## src/rtl/sel_scan_scheduler.sv

```systemverilog
// Scan scheduler: steps the test-structure sequencer through a range of SEL values,
// issuing a fixed number of runs per value, paced by a gap counter or an external trigger.
module sel_scan_scheduler #(
    parameter int SEL_W  = 4,
    parameter int REPS_W = 10,
    parameter int GAP_W  = 16,
    parameter int ACK_TO = 8
) (
    input  logic              clk,
    input  logic              res_n,
    input  logic              start,
    input  logic              abort,
    input  logic [SEL_W-1:0]  sel_first,
    input  logic [SEL_W-1:0]  sel_last,
    input  logic [REPS_W-1:0] reps_per_sel,
    input  logic [GAP_W-1:0]  gap_cycles,
    input  logic              ext_mode,
    input  logic              ext_trigger,
    input  logic              seq_ready,
    output logic              seq_run,
    output logic [SEL_W-1:0]  seq_sel,
    output logic [REPS_W-1:0] cur_rep,
    output logic              busy,
    output logic              done,
    output logic              err,
    output logic [2:0]        state_dbg
);

    localparam logic [2:0] S_IDLE     = 3'd0;
    localparam logic [2:0] S_ARM      = 3'd1;
    localparam logic [2:0] S_WAIT     = 3'd2;
    localparam logic [2:0] S_FIRE     = 3'd3;
    localparam logic [2:0] S_WAIT_ACK = 3'd4;
    localparam logic [2:0] S_WAIT_RDY = 3'd5;
    localparam logic [2:0] S_NEXT     = 3'd6;

    localparam int ACK_W = $clog2(ACK_TO + 1);
    localparam logic [ACK_W-1:0] ACK_LAST = ACK_W'(ACK_TO - 1);

    logic [2:0]        state;
    logic [SEL_W-1:0]  sel_first_q;
    logic [SEL_W-1:0]  sel_last_q;
    logic [REPS_W-1:0] reps_q;
    logic [GAP_W-1:0]  gap_q;
    logic              ext_q;
    logic [GAP_W-1:0]  gap_cnt;
    logic [ACK_W-1:0]  ack_cnt;
    logic [1:0]        ext_sync;
    logic              ext_prev;
    logic              trig_edge;
    logic [REPS_W-1:0] last_rep;

    assign state_dbg = state;
    assign trig_edge = ext_sync[1] & ~ext_prev;
    // A repetition count of zero behaves like one.
    assign last_rep  = (reps_q == '0) ? '0 : reps_q - REPS_W'(1);

    always_ff @(posedge clk or negedge res_n) begin
        if (!res_n) begin
            ext_sync <= '0;
            ext_prev <= 1'b0;
        end else begin
            ext_sync <= {ext_sync[0], ext_trigger};
            ext_prev <= ext_sync[1];
        end
    end

    // Handshake: seq_run is a one-cycle request issued only while seq_ready=1; the
    // sequencer accepts by dropping seq_ready and signals completion by raising it again.
    always_ff @(posedge clk or negedge res_n) begin
        if (!res_n) begin
            state       <= S_IDLE;
            sel_first_q <= '0;
            sel_last_q  <= '0;
            reps_q      <= '0;
            gap_q       <= '0;
            ext_q       <= 1'b0;
            gap_cnt     <= '0;
            ack_cnt     <= '0;
            seq_run     <= 1'b0;
            seq_sel     <= '0;
            cur_rep     <= '0;
            busy        <= 1'b0;
            done        <= 1'b0;
            err         <= 1'b0;
        end else begin
            seq_run <= 1'b0;
            done    <= 1'b0;
            if (abort && state != S_IDLE) begin
                state <= S_IDLE;
                busy  <= 1'b0;
            end else begin
                case (state)
                    S_IDLE: begin
                        if (start && !abort) begin
                            sel_first_q <= sel_first;
                            sel_last_q  <= sel_last;
                            reps_q      <= reps_per_sel;
                            gap_q       <= gap_cycles;
                            ext_q       <= ext_mode;
                            err         <= 1'b0;
                            busy        <= 1'b1;
                            state       <= S_ARM;
                        end
                    end
                    S_ARM: begin
                        seq_sel <= sel_first_q;
                        cur_rep <= '0;
                        gap_cnt <= gap_q;
                        state   <= S_WAIT;
                    end
                    S_WAIT: begin
                        if (ext_q) begin
                            if (trig_edge) state <= S_FIRE;
                        end else if (gap_cnt == '0) begin
                            state <= S_FIRE;
                        end else begin
                            gap_cnt <= gap_cnt - GAP_W'(1);
                        end
                    end
                    S_FIRE: begin
                        if (seq_ready) begin
                            seq_run <= 1'b1;
                            ack_cnt <= '0;
                            state   <= S_WAIT_ACK;
                        end
                    end
                    S_WAIT_ACK: begin
                        if (!seq_ready) begin
                            state <= S_WAIT_RDY;
                        end else if (ack_cnt == ACK_LAST) begin
                            err   <= 1'b1;
                            busy  <= 1'b0;
                            state <= S_IDLE;
                        end else begin
                            ack_cnt <= ack_cnt + ACK_W'(1);
                        end
                    end
                    S_WAIT_RDY: begin
                        if (seq_ready) state <= S_NEXT;
                    end
                    S_NEXT: begin
                        if (cur_rep != last_rep) begin
                            cur_rep <= cur_rep + REPS_W'(1);
                            gap_cnt <= gap_q;
                            state   <= S_WAIT;
                        end else if (seq_sel == sel_last_q) begin
                            done  <= 1'b1;
                            busy  <= 1'b0;
                            state <= S_IDLE;
                        end else begin
                            // Wraps through 2^SEL_W-1 to 0 when sel_first > sel_last.
                            seq_sel <= seq_sel + SEL_W'(1);
                            cur_rep <= '0;
                            gap_cnt <= gap_q;
                            state   <= S_WAIT;
                        end
                    end
                    default: state <= S_IDLE;
                endcase
            end
        end
    end

endmodule

```

## config.mk

```make
export PLATFORM = sky130hd
export DESIGN_NAME = sel_scan_scheduler
export DESIGN_NICKNAME = d
export VERILOG_FILES = /design/src/rtl/sel_scan_scheduler.sv
export SDC_FILE = /design/constraint.sdc
export NUM_CORES = 1
export LEC_CHECK = 0
export BUFFER_PORTS_ARGS = -buffer_cell sky130_fd_sc_hd__buf_2
export CAP_MARGIN = 20
export CORE_ASPECT_RATIO = 2
export CORE_MARGIN = 1
export CORE_UTILIZATION = 35
export DETAILED_ROUTE_END_ITERATION = 8
export SKIP_CTS_REPAIR_TIMING = 1
export SYNTH_ARGS = -nofsm -noshare
export SYNTH_HDL_FRONTEND = slang
export SYNTH_SLANG_ARGS = --single-unit
```

## constraint.sdc

```tcl
create_clock -name clk -period 6.8 [get_ports clk]
set_input_delay 0.68 -clock clk [delete_from_list [all_inputs] [get_ports clk]]
set_output_delay 0.68 -clock clk [all_outputs]
set_load 0.01 [all_outputs]
```

==> impl_results.md, run 1 <==
- Status: complete, but fails checks
- Violated checks: DRC
- Global-route wire length before repair: 20.59 mm
- Remaining routing DRC violations: 10
- Net switching power: 0.9272 mW
- Switching Share: 40.52%
- CTS root buf: clkbuf_16
- Placed insts: 687
- DPL Wire Length: 9.106 mm
- Post-route minimum period: 3.614 ns
- VDD IR-drop max: 0.0001654 V
- Via count of the first global-routing pass: 4219
- Vias per inst: 5.868
- Layout area overhead: 14.27%
- Headroom to the max-slew limit: 38.18%
- Grt total ovfl: 0
- Unrepaired setup endpoints after global routing: false
- Final GP Congestion: 0.9192
- Core ar.: 13070 µm²
- Critical Path AT: 3.87 ns
- Critical path fanouts, max: 34
- Area of the die: 14020 µm²
- Lkg Pwr: 2.333 nW
- Diode count: 0
- CP max stage cell: a21oi_2
- Yosys reg bits: 79
- Non-filler cells, final: 705
- I/O pins: 62
- Final worst slack: 3.186 ns
- Pre-antenna DRT Iters: 7
- Mean Syn Cell Area: 9.375 µm²
- Final number of setup-violating endpoints: 0
- Clock latency on the worst-skew pair: 0.34 ns
- Largest net degree at the start of global routing: 80
- Port buffer count: 61
- Pint: 1.361 mW
- Initial DRC count: 251
- Htree depth: 3
- CTS buffer count: 9
- Total power: 2.288 mW
- Clk pin slew, worst setup/hold paths: 0.06 ns
- Highest clock rate: 276.7 MHz
- Clk buf depth: 2
- FFs w/ async S/R, synth: 100.0%
- WS Path Type: flip-flop to flip-flop
- Syn Nets: 551
- All-layer global routing usage: 18.52%
- Pwr Density: 423.0 nW/µm²
- Max Cap Violations: 0
- Fraction of layout cells with a size suffix above 1: 23.87%
- CP endpoint kind: flip-flop
- Yosys warns: 0
- Worst reg2reg path depth: 10
- Die width: 84.24 µm
- Logic pwr share: 39.7%
- Slowest stage delay, CP: 0.71 ns
- Nets: 594
- Flop pwr share: 40.6%
- Pre-CTS WS: 3.217 ns
- Vias: 4137
- Primary FF master, synth: dfrtp_1
- Sequential share of the synthesized area: 41.75%
- Pins Over Slew Limit: 0
- Sink Count: 79
- Synth cell types: 68
- Final WL: 12.47 mm
- Final worst-path cycle share: 53.15%
- Clock network power share: 19.7%
- Wire per inst: 17.68 µm
- Starting density of the core: 36.23%
- WP data required: 7.05 ns
- Area of the mapped netlist: 4735 µm²
- Hold slack: 0.1724 ns
- Clock skew: 0.007507 ns
- Chip Height: 166.5 µm
- Final hold viol count: 0
- Initial antenna violation count: 0
- Setup TNS: 0 ns
- CTS tree: built
- Mapped Cells: 505
- CP Launch Type: flip-flop
- Cell Chain, Critical Path: inv_1 > ha_1 > or4b_1 > o311a_1 > a211oi_1 > nor4_1 > and4_1 > buf_4 > a21oi_2 > mux2i_1
- Worst-Margin Slew: 0.9262 ns
- Rows: 59
- Post-synth EDFFs: 0
- Hold Path Class: input pin to asynchronous set/reset pin
- Remaining antenna violation count: 0
-- kinds of logic (layout without fill, tap and decap cells) --
family | after synthesis | after routing | synth area share (%)
buffers and inverters | 51 | 99 | 4.889
flip-flops | 79 | 79 | 41.75
AO/OA/AOI/OAI | 138 | 138 | 20.19
XOR/XNOR | 10 | 10 | 1.850
adder cells (fa/ha/maj) | 5 | 5 | 1.321
multiplexers | 40 | 40 | 9.382
AND/OR/NAND/NOR | 182 | 182 | 20.61
-- area by class of cell --
type	instances	area [µm²]
Clock buffer	10	239.0
Inverter	17	63.81
Sequential cell	79	1977
Timing Repair Buffer	66	362.8
Multi-Input combinational cell	375	2531
Fill cell	1300	7656
Clock inverter	6	46.29
Tap cell	152	190.2
-- power by group through the flow --
stage | Sequential (mW) | Combinational (mW) | Clock [mW]
final | 0.930 | 0.909 | 0.450
after global routing | 0.963 | 1.02 | 0.488
after CTS | 0.928 | 0.909 | 0.469
after detailed placement | 0.935 | 0.904 | 0
after global placement | 0.926 | 0.884 | 0
after floorplan | 0.809 | 0.762 | 0
-- stage by stage --
stage	util [%]	instance area (µm²)
6_report	41.41	5410
3_5_place_dp	38.97	5092
2_1_floorplan	-	4735
4_1_cts	41.16	5378
5_1_grt	41.41	5410
3_3_place_gp	38.97	5092
-- per-layer routing --
metal / wire length [µm] / vias up / GRT usage [%]
met2: 6932 / 99 / 34.39
li1: - / 1957 / -
met5: 0 / - / 0
met1: 4570 / 2046 / 19.30
met4: 539 / 0 / 10.72
met3: 424 / 35 / 2.924
-- final timing paths --
| kind | start | end | slack, ns |
|---|---|---|---|
| min in group clk | ext_sync[0]$_DFF_PN0_ | ext_sync[1]$_DFF_PN0_ | 0.35 |
| min reg2reg | ext_sync[0]$_DFF_PN0_ | ext_sync[1]$_DFF_PN0_ | 0.35 |
| max in group asynchronous | res_n | gap_cnt[15]$_DFFE_PN0P_ | 6.04 |
| max | reps_q[0]$_DFFE_PN0P_ | gap_cnt[1]$_DFFE_PN0P_ | 3.19 |
| max reg2reg | reps_q[0]$_DFFE_PN0P_ | gap_cnt[1]$_DFFE_PN0P_ | 3.19 |
| min | res_n | state_dbg[2]$_DFFE_PN0P_ | 0.17 |
-- critical path, delay by kind of cell (launching register included) --
kind / cells / cell delay [ns]
compound gates: 3 / 1.31
fa+ha+maj: 1 / 0.32
buf+inv: 2 / 0.33
flops: 1 / 0.48
mux: 1 / 0.27
simple gates: 3 / 0.80
-- registers in the layout, indices dropped and copies added, names as in the netlist, 2 cells and up --
name	cells
sel_first_q	4
reps_q	10
cur_rep	10
gap_cnt	16
seq_sel	4
sel_last_q	4
gap_q	16
ext_sync	2
ack_cnt	4
state_dbg	3
-- synthesized netlist by cell type, drive strengths merged (5+ instances only) --
library cell  instances  share of area (%)
dfrtp                79                 42
nand2                44                3.5
o21ai                38                4.0
mux2                 35                8.3
nor2                 34                2.7
clkbuf               24                1.9
a21oi                22                2.4
nor3                 18                2.0
inv                  17                1.3
nand3                14                1.5
nor4                 14                1.8
a21o                 11                1.7
a2bb2oi              11                2.0
a211oi               10                1.6
buf                  10                1.6
or3                  10                1.4
and3                  7               0.92
nor2b                 7               0.92
xor2                  7                1.3
or4                   6                1.0
ha                    5                1.3
mux2i                 5                1.1
o2bb2ai               5               0.92
o31ai                 5               0.79
-- placed cells by master, fill, tap and decap left out, types with 13 or more instances in the layout --
cell and count:
buf_2 61, nand3_1 13, a21oi_1 21, mux2_2 35, dfrtp_1 79, o21ai_0 38
inv_1 17, nor4_1 14, nor2_1 34, nand2_1 44, nor3_1 17
Power figures use the tool's default switching activity.
==> run 2, diff against run 1 <==
- ABC_AREA: default -> 1
- clock period: 6.8 -> 3.5 ns (I/O delays scaled with it)
==> run 2 against run 1 <==
  * Critical endpoint is now cur_rep[6]$_DFFE_PN0P_
  * Setup slack lost 2.5 ns
  * Final area grew 0.93%
  * Register-to-register slack lost 2.5 ns
  * Global-route usage grew 0.88 points
  * Die area shrank 1.2%
  * The run now ends clean
  * Sequential share of layout area shrank 0.33 points
==> impl_results.md, run 2 <==
- DPL Wire Length: 9.556 mm
- Chip Height: 165.5 µm
- Max Cap Violations: 0
- Top cells by count, synth: 212 x nand2_1, 79 x dfrtp_1, 68 x inv_1
- VDD IR-drop max: 0.0003236 V
- Core ar.: 12990 µm²
- Primary FF master, synth: dfrtp_1
- WS Path Type: flip-flop to flip-flop
- Htree depth: 3
- Clock latency on the worst-skew pair: 0.34 ns
- Largest cells by area after synthesis: dfrtp_1 42%, nand2_1 17%, inv_1 5.5%, o21ai_0 4.8%, nand4_1 4.1%
- Clock skew: 0.009730 ns
- Non-filler cells, final: 861
- Post-synth top area share: 42.28%
- Nets: 750
- Critical Path AT: 3.11 ns
- Fillcell total: 1348
- Remaining routing DRC violations: 0
- Lkg Pwr: 2.738 nW
- Initial DRC count: 191
- Sink Count: 79
- WP data required: 3.75 ns
- Remaining antenna violation count: 0
- Critical path fanouts, max: 20
- FFs w/ async S/R, synth: 100.0%
- Post-route minimum period: 2.863 ns
- Final WL: 12.92 mm
- Via count of the first global-routing pass: 4434
- Area of the die: 13850 µm²
- Worst-Margin Slew: 0.6205 ns
- CP max stage cell: nand3_2
- Largest net degree at the start of global routing: 80
- CP most frequent cell: nand2_1
- Most common cell in the synthesized netlist: nand2_1
- Placed insts: 843
- Yosys warns: 0
- Core Util, Final: 42.03%
- Initial antenna violation count: 0
- Port buffer count: 61
- I/O pins: 62
- Final number of setup-violating endpoints: 0
- Highest clock rate: 349.3 MHz
- Multi-input gate area: 2322 µm²
- Biggest regs: gap_cnt x16, gap_q x16
- Rows: 59
- Vias per inst: 5.188
- Setup TNS: 0 ns
- Final GP Congestion: 0.8406
- Slowest stage delay, CP: 0.44 ns
- Sequential share of the synthesized area: 42.28%
- Grt total ovfl: 0
- Mapped Cells: 644
- Final hold viol count: 0
- Sequential cell area: 1977 µm²
- Fraction of layout cells with a size suffix above 1: 15.94%
- All-layer global routing usage: 19.40%
- Vias: 4467
- Pre-antenna DRT Iters: 5
- CTS buffer count: 9
- CTS root buf: clkbuf_16
- Commonest non-fill, non-tap cell in the layout: nand2_1
- Clk buf depth: 2
- Final worst-path cycle share: 81.80%
- Unrepaired setup endpoints after global routing: false
- Diode count: 0
- Reg2Reg Setup Slack: 0.64 ns
- CP endpoint kind: flip-flop
- Synth cell types: 38
- Status: finished, final reports clean
- Pwr Density: 825.5 nW/µm²
- Wire per inst: 15.00 µm
- Most frequent cells in the layout: 212 x nand2_1, 79 x dfrtp_1, 68 x inv_1
- Cell Chain, Critical Path: inv_1 > ha_1 > nand2_2 > nor2_4 > nand3_4 > nand3_1 > nand2_1 > nor2_1 > nand2_1 > nor2_2 > nand4_4 > nand3_2 > nand2_1 > o21ai_1
- CTS tree: built
- Cell taking the most area after synthesis: dfrtp_1
- Clk pin slew, worst setup/hold paths: 0.06 ns
- Starting density of the core: 35.99%
- Syn Nets: 690
- Yosys reg bits: 79
- Mean Syn Cell Area: 7.260 µm²
- Hold Path Class: input pin to flip-flop
- Area of the mapped netlist: 4676 µm²
- Headroom to the max-slew limit: 58.41%
- Pins Over Slew Limit: 0
- Post-synth EDFFs: 0
- Layout area overhead: 16.78%
- Die width: 83.73 µm
- Global-route wire length before repair: 21.24 mm
- CP Launch Type: flip-flop
run 2: per-layer routing:
layer / vias up / share of wire (%) / global-route usage, %
li1: 2219 / - / -
met1: 2132 / 38 / 20.18
met2: 90 / 56 / 37.66
met3: 26 / 2.7 / 2.883
met4: 0 / 3.2 / 9.014
met5: - / 0 / 0
run 2: final cells by class:
type,count,share of cell area (%)
multi-input cells,471,42.53
flip-flops and latches,79,36.21
repair buffers,69,7.149
inverters,74,5.087
clock buffers,9,4.125
well taps,152,3.483
clock inverters,7,1.421
run 2: stage by stage:
step,power (mW),setup WS [ns],hold WS (ns),area (µm²)
CTS,4.536,0.6505,0.1104,5423
detailed placement,3.533,0.6749,0.3347,5120
finish,4.507,0.6371,0.1193,5460
global placement,3.504,0.7709,0.3368,5120
global route,4.896,0.3651,0.1190,5460
floorplan,2.994,1.373,0.05441,4676
run 2: power breakdown:
part | internal [mW] | switching, mW | total, mW
combinational | 0.687 | 1.31 | 2.00
sequential | 1.24 | 0.285 | 1.53
clock | 0.562 | 0.419 | 0.981
run 2: worst paths after layout:
kind,start,to,depth (start not counted)
min in group asynchronous,res_n,gap_q[2]$_DFFE_PN0P_,2
max in group asynchronous,res_n,reps_q[6]$_DFFE_PN0P_,3
min reg2reg,ext_sync[0]$_DFF_PN0_,ext_sync[1]$_DFF_PN0_,0
max,reps_q[0]$_DFFE_PN0P_,cur_rep[6]$_DFFE_PN0P_,14
min,ext_trigger,ext_sync[0]$_DFF_PN0_,1
max reg2reg,reps_q[0]$_DFFE_PN0P_,cur_rep[6]$_DFFE_PN0P_,14
run 2: logic make-up after synthesis:
logic type / count (synthesis) / share of synthesized area (%)
AND/OR/NAND/NOR: 363 / 35.03
buffers and inverters: 94 / 8.161
AO/OA/AOI/OAI: 86 / 9.928
flip-flops: 79 / 42.28
XOR/XNOR: 14 / 2.622
adder cells (fa/ha/maj): 5 / 1.338
multiplexers: 3 / 0.6423
run 2: worst max-delay path: cells and delay by family, from the launching register on:
kind / cells / cell delay, ns
buffers and inverters: 1 / 0.17
AOI/OAI and AO/OA: 1 / 0.10
and+or+nand+nor: 11 / 1.85
DFF: 1 / 0.36
adders and majority gates: 1 / 0.27
